**src/rtl/if_fetch_if.sv**
```systemverilog
// Bundle of the fetch stage's cache, memory-arbiter and decode-side signals.
// The master modport is the fetch stage; the slave modport is its environment.
interface if_fetch_if #(
  parameter int ADDR_W = 18
);
  logic              rdy;
  logic              jump_i;
  logic [31:0]       jump_addr_i;
  logic              stall_i;
  logic [31:0]       raddr_o;
  logic              hit_i;
  logic [31:0]       inst_i;
  logic              we_o;
  logic [31:0]       waddr_o;
  logic [31:0]       winst_o;
  logic              mem_req_o;
  logic [ADDR_W-1:0] mem_addr_o;
  logic              mem_gnt_i;
  logic [7:0]        mem_data_i;
  logic              if_valid_o;
  logic [31:0]       if_pc_o;
  logic [31:0]       if_inst_o;

  modport master (
    input  rdy, jump_i, jump_addr_i, stall_i, hit_i, inst_i, mem_gnt_i, mem_data_i,
    output raddr_o, we_o, waddr_o, winst_o, mem_req_o, mem_addr_o,
           if_valid_o, if_pc_o, if_inst_o
  );

  modport slave (
    output rdy, jump_i, jump_addr_i, stall_i, hit_i, inst_i, mem_gnt_i, mem_data_i,
    input  raddr_o, we_o, waddr_o, winst_o, mem_req_o, mem_addr_o,
           if_valid_o, if_pc_o, if_inst_o
  );
endinterface

```
**src/rtl/if_fetch.sv**
```systemverilog
// Instruction-fetch stage: looks up the icache every cycle at the PC, and on a
// miss assembles the 32-bit word from four byte reads (little-endian), writes
// it back to the cache for one cycle, then re-hits. Jumps abort any fill.
module if_fetch #(
  parameter int          ADDR_W   = 18,
  parameter logic [31:0] RESET_PC = 32'h0
) (
  input logic          clk,
  input logic          rst,
  if_fetch_if.master   bus
);

  typedef enum logic [1:0] {
    IDLE  = 2'd0,
    FILL  = 2'd1,
    WRITE = 2'd2
  } state_e;

  state_e      state_q, state_d;
  logic [31:0] pc_q, pc_d;
  logic [2:0]  issued_q, issued_d;
  logic [2:0]  recvd_q, recvd_d;
  logic        rvalid_q, rvalid_d;
  logic [31:0] buf_q, buf_d;
  logic        if_valid_q, if_valid_d;
  logic [31:0] if_pc_q, if_pc_d;
  logic [31:0] if_inst_q, if_inst_d;
  logic        fill_req_s;

  // A byte request is outstanding while filling and fewer than four were issued.
  assign fill_req_s      = (state_q == FILL) && (issued_q < 3'd4);

  assign bus.raddr_o    = pc_q;
  assign bus.mem_req_o  = bus.rdy && fill_req_s;
  assign bus.mem_addr_o = pc_q[ADDR_W-1:0] + {{(ADDR_W-3){1'b0}}, issued_q};
  assign bus.we_o       = bus.rdy && (state_q == WRITE);
  assign bus.waddr_o    = pc_q;
  assign bus.winst_o    = buf_q;
  assign bus.if_valid_o = if_valid_q;
  assign bus.if_pc_o    = if_pc_q;
  assign bus.if_inst_o  = if_inst_q;

  // Next-state logic: frozen when not ready, jump wins, otherwise the fetch FSM.
  always_comb begin
    state_d    = state_q;
    pc_d       = pc_q;
    issued_d   = issued_q;
    recvd_d    = recvd_q;
    rvalid_d   = rvalid_q;
    buf_d      = buf_q;
    if_valid_d = if_valid_q;
    if_pc_d    = if_pc_q;
    if_inst_d  = if_inst_q;

    if (!bus.rdy) begin
      state_d = state_q;
    end else if (bus.jump_i) begin
      // Redirect drops any partial fill and any byte arriving this cycle.
      pc_d       = bus.jump_addr_i;
      if_valid_d = 1'b0;
      state_d    = IDLE;
      issued_d   = 3'd0;
      recvd_d    = 3'd0;
      rvalid_d   = 1'b0;
    end else begin
      case (state_q)
        IDLE: begin
          if (bus.hit_i) begin
            if (!(bus.stall_i && if_valid_q)) begin
              if_valid_d = 1'b1;
              if_pc_d    = pc_q;
              if_inst_d  = bus.inst_i;
              pc_d       = pc_q + 32'd4;
            end else begin
              if_valid_d = if_valid_q;
            end
          end else begin
            state_d  = FILL;
            issued_d = 3'd0;
            recvd_d  = 3'd0;
            rvalid_d = 1'b0;
            if (!bus.stall_i) begin
              if_valid_d = 1'b0;
            end else begin
              if_valid_d = if_valid_q;
            end
          end
        end

        FILL: begin
          // Issue side: a grant makes the byte due on the following cycle.
          if (bus.mem_gnt_i && fill_req_s) begin
            issued_d = issued_q + 3'd1;
            rvalid_d = 1'b1;
          end else begin
            rvalid_d = 1'b0;
          end
          // Receive side overlaps with issue to sustain one byte per cycle.
          if (rvalid_q) begin
            buf_d[{recvd_q[1:0], 3'b000} +: 8] = bus.mem_data_i;
            recvd_d = recvd_q + 3'd1;
            if (recvd_q == 3'd3) begin
              state_d = WRITE;
            end else begin
              state_d = FILL;
            end
          end else begin
            recvd_d = recvd_q;
          end
          if (!bus.stall_i) begin
            if_valid_d = 1'b0;
          end else begin
            if_valid_d = if_valid_q;
          end
        end

        WRITE: begin
          // The cache forwards this write, so IDLE re-hits on the next cycle.
          state_d = IDLE;
          if (!bus.stall_i) begin
            if_valid_d = 1'b0;
          end else begin
            if_valid_d = if_valid_q;
          end
        end

        default: begin
          state_d  = IDLE;
          issued_d = 3'd0;
          recvd_d  = 3'd0;
          rvalid_d = 1'b0;
        end
      endcase
    end
  end

  // State and output registers with asynchronous reset.
  always_ff @(posedge clk or posedge rst) begin
    if (rst) begin
      state_q    <= IDLE;
      pc_q       <= RESET_PC;
      issued_q   <= 3'd0;
      recvd_q    <= 3'd0;
      rvalid_q   <= 1'b0;
      buf_q      <= 32'd0;
      if_valid_q <= 1'b0;
      if_pc_q    <= 32'd0;
      if_inst_q  <= 32'd0;
    end else begin
      state_q    <= state_d;
      pc_q       <= pc_d;
      issued_q   <= issued_d;
      recvd_q    <= recvd_d;
      rvalid_q   <= rvalid_d;
      buf_q      <= buf_d;
      if_valid_q <= if_valid_d;
      if_pc_q    <= if_pc_d;
      if_inst_q  <= if_inst_d;
    end
  end

endmodule

```
**src/flat_wrapper.sv**
```systemverilog
// flat-port wrapper written by rule: the top's interface ports become plain ports
module if_fetch_flat 
#(
  parameter int          ADDR_W   = 18,
  parameter logic [31:0] RESET_PC = 32'h0
)
  (clk, rst, bus_rdy, bus_jump_i, bus_jump_addr_i, bus_stall_i, bus_hit_i, bus_inst_i, bus_mem_gnt_i, bus_mem_data_i, bus_raddr_o, bus_we_o, bus_waddr_o, bus_winst_o, bus_mem_req_o, bus_mem_addr_o, bus_if_valid_o, bus_if_pc_o, bus_if_inst_o);
  if_fetch_if #(.ADDR_W(ADDR_W)) bus_i ();
  input logic clk;
  input logic rst;
  input wire logic [$bits(bus_i.rdy)-1:0] bus_rdy;
  input wire logic [$bits(bus_i.jump_i)-1:0] bus_jump_i;
  input wire logic [$bits(bus_i.jump_addr_i)-1:0] bus_jump_addr_i;
  input wire logic [$bits(bus_i.stall_i)-1:0] bus_stall_i;
  input wire logic [$bits(bus_i.hit_i)-1:0] bus_hit_i;
  input wire logic [$bits(bus_i.inst_i)-1:0] bus_inst_i;
  input wire logic [$bits(bus_i.mem_gnt_i)-1:0] bus_mem_gnt_i;
  input wire logic [$bits(bus_i.mem_data_i)-1:0] bus_mem_data_i;
  output wire logic [$bits(bus_i.raddr_o)-1:0] bus_raddr_o;
  output wire logic [$bits(bus_i.we_o)-1:0] bus_we_o;
  output wire logic [$bits(bus_i.waddr_o)-1:0] bus_waddr_o;
  output wire logic [$bits(bus_i.winst_o)-1:0] bus_winst_o;
  output wire logic [$bits(bus_i.mem_req_o)-1:0] bus_mem_req_o;
  output wire logic [$bits(bus_i.mem_addr_o)-1:0] bus_mem_addr_o;
  output wire logic [$bits(bus_i.if_valid_o)-1:0] bus_if_valid_o;
  output wire logic [$bits(bus_i.if_pc_o)-1:0] bus_if_pc_o;
  output wire logic [$bits(bus_i.if_inst_o)-1:0] bus_if_inst_o;
  assign bus_i.rdy = bus_rdy;
  assign bus_i.jump_i = bus_jump_i;
  assign bus_i.jump_addr_i = bus_jump_addr_i;
  assign bus_i.stall_i = bus_stall_i;
  assign bus_i.hit_i = bus_hit_i;
  assign bus_i.inst_i = bus_inst_i;
  assign bus_i.mem_gnt_i = bus_mem_gnt_i;
  assign bus_i.mem_data_i = bus_mem_data_i;
  assign bus_raddr_o = bus_i.raddr_o;
  assign bus_we_o = bus_i.we_o;
  assign bus_waddr_o = bus_i.waddr_o;
  assign bus_winst_o = bus_i.winst_o;
  assign bus_mem_req_o = bus_i.mem_req_o;
  assign bus_mem_addr_o = bus_i.mem_addr_o;
  assign bus_if_valid_o = bus_i.if_valid_o;
  assign bus_if_pc_o = bus_i.if_pc_o;
  assign bus_if_inst_o = bus_i.if_inst_o;
  if_fetch #(.ADDR_W(ADDR_W), .RESET_PC(RESET_PC)) u_core (.clk(clk), .rst(rst), .bus(bus_i));
endmodule
```
**config.mk**
```make
export PLATFORM = sky130hd
export DESIGN_NAME = if_fetch_flat
export DESIGN_NICKNAME = d
export VERILOG_FILES = /design/src/rtl/if_fetch_if.sv /design/src/rtl/if_fetch.sv /design/src/flat_wrapper.sv
export SDC_FILE = /design/constraint.sdc
export NUM_CORES = 1
export LEC_CHECK = 0
export BUFFER_PORTS_ARGS = -buffer_cell sky130_fd_sc_hd__buf_2
export CORE_AREA = 2 2 121 123
export DETAILED_ROUTE_END_ITERATION = 6
export DIE_AREA = 0 0 123 125
export GPL_TIMING_DRIVEN = 0
export PLACE_DENSITY_LB_ADDON = 0.12
export SETUP_SLACK_MARGIN = 0.5
export SLEW_MARGIN = 15
export SYNTH_ARGS = -nofsm -noshare
export SYNTH_HDL_FRONTEND = slang
export SYNTH_SLANG_ARGS = --single-unit
```
**constraint.sdc**
```tcl
create_clock -name clk -period 5.5 [get_ports clk]
set_input_delay 0.275 -clock clk [delete_from_list [all_inputs] [get_ports clk]]
set_output_delay 0.275 -clock clk [all_outputs]
set_load 0.02 [all_outputs]
```
Word level (Yosys, flattened, before mapping) --
Cells that the tools add are included.
Cells by class: eq/ne operators 9, mux-type cells 26, bitwise logic cells 2, add/sub/neg operators 5, order comparisons 1, shift operators 2, reductions and logical operators 18
Operator list (count):
- 32-bit two-way mux | 4
- 32-bit by 3-bit adder with 32-bit output (second input constant) | 1
- 32-bit bitwise mux | 1
- 8-bit by 7-bit variable shift with 32-bit output (first input constant) | 1
- 8-bit by 7-bit variable part select with 32-bit output | 1
- 18-bit by 3-bit adder with 18-bit output | 1
- 3-bit one-hot mux with 3 select lines | 2
- 4-bit AND reduction | 4
- 3-bit two-way mux | 5
- 3-bit AND reduction | 3
- 2-bit two-way mux | 4
- 1-bit two-way mux | 7
- 5-bit negator with 7-bit output | 1
- 3-bit by 1-bit adder with 3-bit output (second input constant) | 2
- 3-bit inequality test (second input constant) | 2
- 1-bit logical AND | 5
- 5-bit AND reduction | 1
- 2-bit inequality test (second input constant) | 2
- 4-bit inequality test (second input constant) | 1
- 2-bit one-hot mux with 2 select lines | 1
- 2-bit nonzero test | 2
- 3-bit by 2-bit equality test with 1-bit output (second input constant) | 1
- 3-bit less-than comparator (second input constant) | 1
- 3-bit by 2-bit inequality test with 1-bit output (second input constant) | 1
- other kinds (8) | 9
Word-level totals: register bits 138, output and inout bits 181

Logic depth before layout (Yosys ltp) --
depth in word-level cells 6, gate-level depth with buffers 10

Least setup slack after synthesis --
Ideal clock, no wire load.
path type reg2out, from register u_core.pc_q[0], in the netlist u_core.bus.raddr_o[0], to output port bus_mem_addr_o[16], slack 3020 ps, stages on the path, launching flop included 9, arrival time 2205 ps, data required time 5225 ps, buffers on the path 0, cells stage by stage dfrtp_1 > ha_1 > inv_1 > fa_1 > nand2b_1 > a21oi_1 > and2_1 > nand4_1 > xnor2_1
Between the ends: cells in the longest elaborated chain, start to end 1
RTL lines:
- start, declared | RTL line if_fetch.sv:20 | logic [31:0] pc_q, pc_d;
- start signal, assigned | RTL line if_fetch.sv:151 | pc_q <= pc_d;
- 18-bit by 3-bit adder with 18-bit output | RTL line if_fetch.sv:35 | assign bus.mem_addr_o = pc_q[ADDR_W-1:0] + {{(ADDR_W-3){1'b0}}, issued_q};
- end, declared | RTL line flat_wrapper.sv:24 | output wire logic [$bits(bus_i.mem_addr_o)-1:0] bus_mem_addr_o;
No other way between the ends.

Worst setup path after layout --
Ends and elaborated chain as after synthesis.

==> results.ini <==
[outcome]
status=finished clean

[cts]
cts_max_level=4
numCtsBuffers=17
cts_resized=0
clockBufferDepth=2
cts_tree=yes
ctsHoldBuffers=1
cts_setup_buffers=0
clock-sinks=138
worst_skew_pair.late_latency_ps=420
path_clk_slew_ps=60
cts_root_buffer=clkbuf_16

[global_route]
grt-ovfl-total=0
grt_pass1_wl_mm=31.9
use_met1=0.362
grt_usage=0.267
use_met3=0.0561
grt_pass1_vias=6073
grt_max_degree=80
grtUsageMet2=0.422
top_usage_layer=met2
antenna_found_initial=4

[die]
io_pins=260
coreArea_um2=14200
initial_core_util=0.483
die_w_um=123
die_height_um=125
num_rows=44
dieArea_um2=15400

[pwr]
static-leakage-power_nw=4.57
power-per-cell-area_nw_per_um2=457
finalPower_mw=4.14
ir_worst_vdd_uv=273

[sta]
setup_viol=0
period_needed_ps=3150
fmax_mhz=317
final_hold_viol_count=0
clock_skew_ps=7.24
rsz0062_at_grt=no
tightest_slew_ps=1000
fin_crit_sh=0.573
setup_tns_ps=0
timing.final.max_slew_violations=0
slew_headroom=0.329

[synth]
ys_seq_elements=138
ys_seq_area_frac=0.503
synthArstFlopShare=1.00
synthDistinctLibCells=55
syn-cell-area_um2=6860
synth_area_leaders=dfrtp_1, nand2_1, o21ai_0, buf_4, mux2_2
synthCells=756
syn_area_per_cell_um2=9.08
synth_area_leader_cell=dfrtp_1
yosysTopAreaCellShare=0.503
ys_warn_count=0
ys.flop_type=dfrtp_1
synth_edf_count=0
synthesis.nets=850

[worst_setup_path]
startpoint=u_core.bus.raddr_o[0]
regToRegSetupSlack_ps=2810
worstPathRequired_ps=5220
crit_type=reg2out
setup.worst_path.end=bus_mem_addr_o[16]
worstSetupPathDepth=9
path_cells=ha_1 > inv_1 > fa_1 > nand2b_1 > a21oi_1 > and2_1 > nand4_1 > xnor2_1 > buf_2
endpoint_kind=output pin
r2r-start=u_core.state_q[1]
start_kind=register
critPathMaxFanout=5
crit_buf_inv=2
critPathTopFamily=simple AND/OR/NAND/NOR gates
slowest_stage=dfrtp_1
reg2regPathDepth=9
critPathMaxStageDelay_ps=470
arrival_ps=2880
rr_endpoint=u_core.bus.if_inst_o[24]

[routing]
wl_per_cell_um=16.5
drc=0
dr_total_vias=6620
drtAntennaViolNets=0
drtPass1Iterations=5
wl_mm=20.4
drt_iter0_drc=542
vias_per_cell=5.36

[placed_design]
placed_area_um2=8420
routabilityCongestion=0.855
dp_hpwl_mm=14.9
portBuffers=258

[layout]
layout_common_cells=buf_2, nand2_1, dfrtp_1, o21ai_0, buf_4
area_growth_pct=32.2
final_common_cell=buf_2
fin_area_um2=9070
layout.nets=1129
drive_above_1_share=0.344

[flow_run]
drv_cap=0

[min_path]
min_path_type=in2reg

-- cell families (layout without fill, tap and decap cells) --
group,after synthesis,in the layout,share of synthesized area
compound gates,157,157,0.139
flops,138,138,0.503
simple gates,309,309,0.199
fa+ha+maj,15,15,0.0284
other cells,0,2,0
xor+xnor,16,16,0.0204
mux,23,23,0.0372
buf+inv,98,390,0.0731
-- through the flow --
stage / cells / hold WS (ps) / utilization / setup WS, ps
4_1_cts: 1232 / 31.9 / 0.638 / 2340
6_report: 1234 / 45.1 / 0.638 / 2350
5_1_grt: 1234 / 38.7 / 0.638 / 2160
2_1_floorplan: 756 / 380 / - / 1530
3_3_place_gp: 1198 / 453 / 0.590 / -159
3_5_place_dp: 1199 / 335 / 0.593 / 2800
-- worst reg2reg max path: stages (launching register included) --
cell,delay [ps]
dfrtp_1,400
inv_1,90
ha_1,210
nand2_1,130
a21o_1,180
nor3_1,460
clkbuf_1,550
clkbuf_1,420
nand2_1,110
nand2_1,80
-- metal layers --
| metal | vias up | wire length (um) | part of all wire |
|---|---|---|---|
| met5 | - | 23 | 0.0011 |
| li1 | 3127 | - | - |
| met3 | 36 | 1580 | 0.077 |
| met2 | 302 | 9710 | 0.48 |
| met1 | 3151 | 8670 | 0.43 |
| met4 | 4 | 393 | 0.019 |
-- worst min path at each step --
stage	startpoint	endpoint	slack, ps	depth (start not counted)
floorplan	bus_inst_i[0]	u_core.bus.if_inst_o[0]	380	2
global placement	u_core.bus.if_inst_o[13]	u_core.bus.if_inst_o[13]	450	2
detailed placement	rst	u_core.bus.if_inst_o[0]	340	2
CTS	bus_inst_i[10]	u_core.bus.if_inst_o[10]	30	3
global route	bus_inst_i[23]	u_core.bus.if_inst_o[23]	40	3
finish	bus_inst_i[21]	u_core.bus.if_inst_o[21]	50	3
-- layout make-up --
cell class | instances | area, um^2
Clock buffer | 19 | 443
Sequential cell | 138 | 3450
Timing Repair Buffer | 260 | 1330
Antenna cell | 2 | 5.00
Tap cell | 184 | 230
Multi-Input combinational cell | 520 | 2910
Fill cell | 1312 | 5130
Clock inverter | 13 | 193
Inverter | 25 | 101
Buffer | 73 | 408
-- Yosys cell counts (12+ instances only) --
library cell,n
nor3_1,12
clkbuf_1,27
mux2_2,20
o21ai_0,77
ha_1,14
nor2_1,23
dfrtp_1,138
nand2_1,212
a21oi_1,31
nand3_1,15
inv_1,24
buf_4,33
-- registers in the layout, indices dropped and copies added (netlist names) --
signal                 flops
u_core.state_q             2
u_core.bus.if_valid_o      1
u_core.rvalid_q            1
u_core.bus.if_inst_o      32
u_core.bus.winst_o        32
u_core.bus.raddr_o        32
u_core.recvd_q             3
u_core.bus.if_pc_o        32
u_core.issued_q            3
-- power by group --
group          internal (mW)  switching (mW)  total, mW
registers               1.28           0.197       1.48
clock network          0.776           0.453       1.23
logic                  0.522           0.912       1.43
total                   2.58            1.56       4.14
Power figures use the tool's default switching activity.
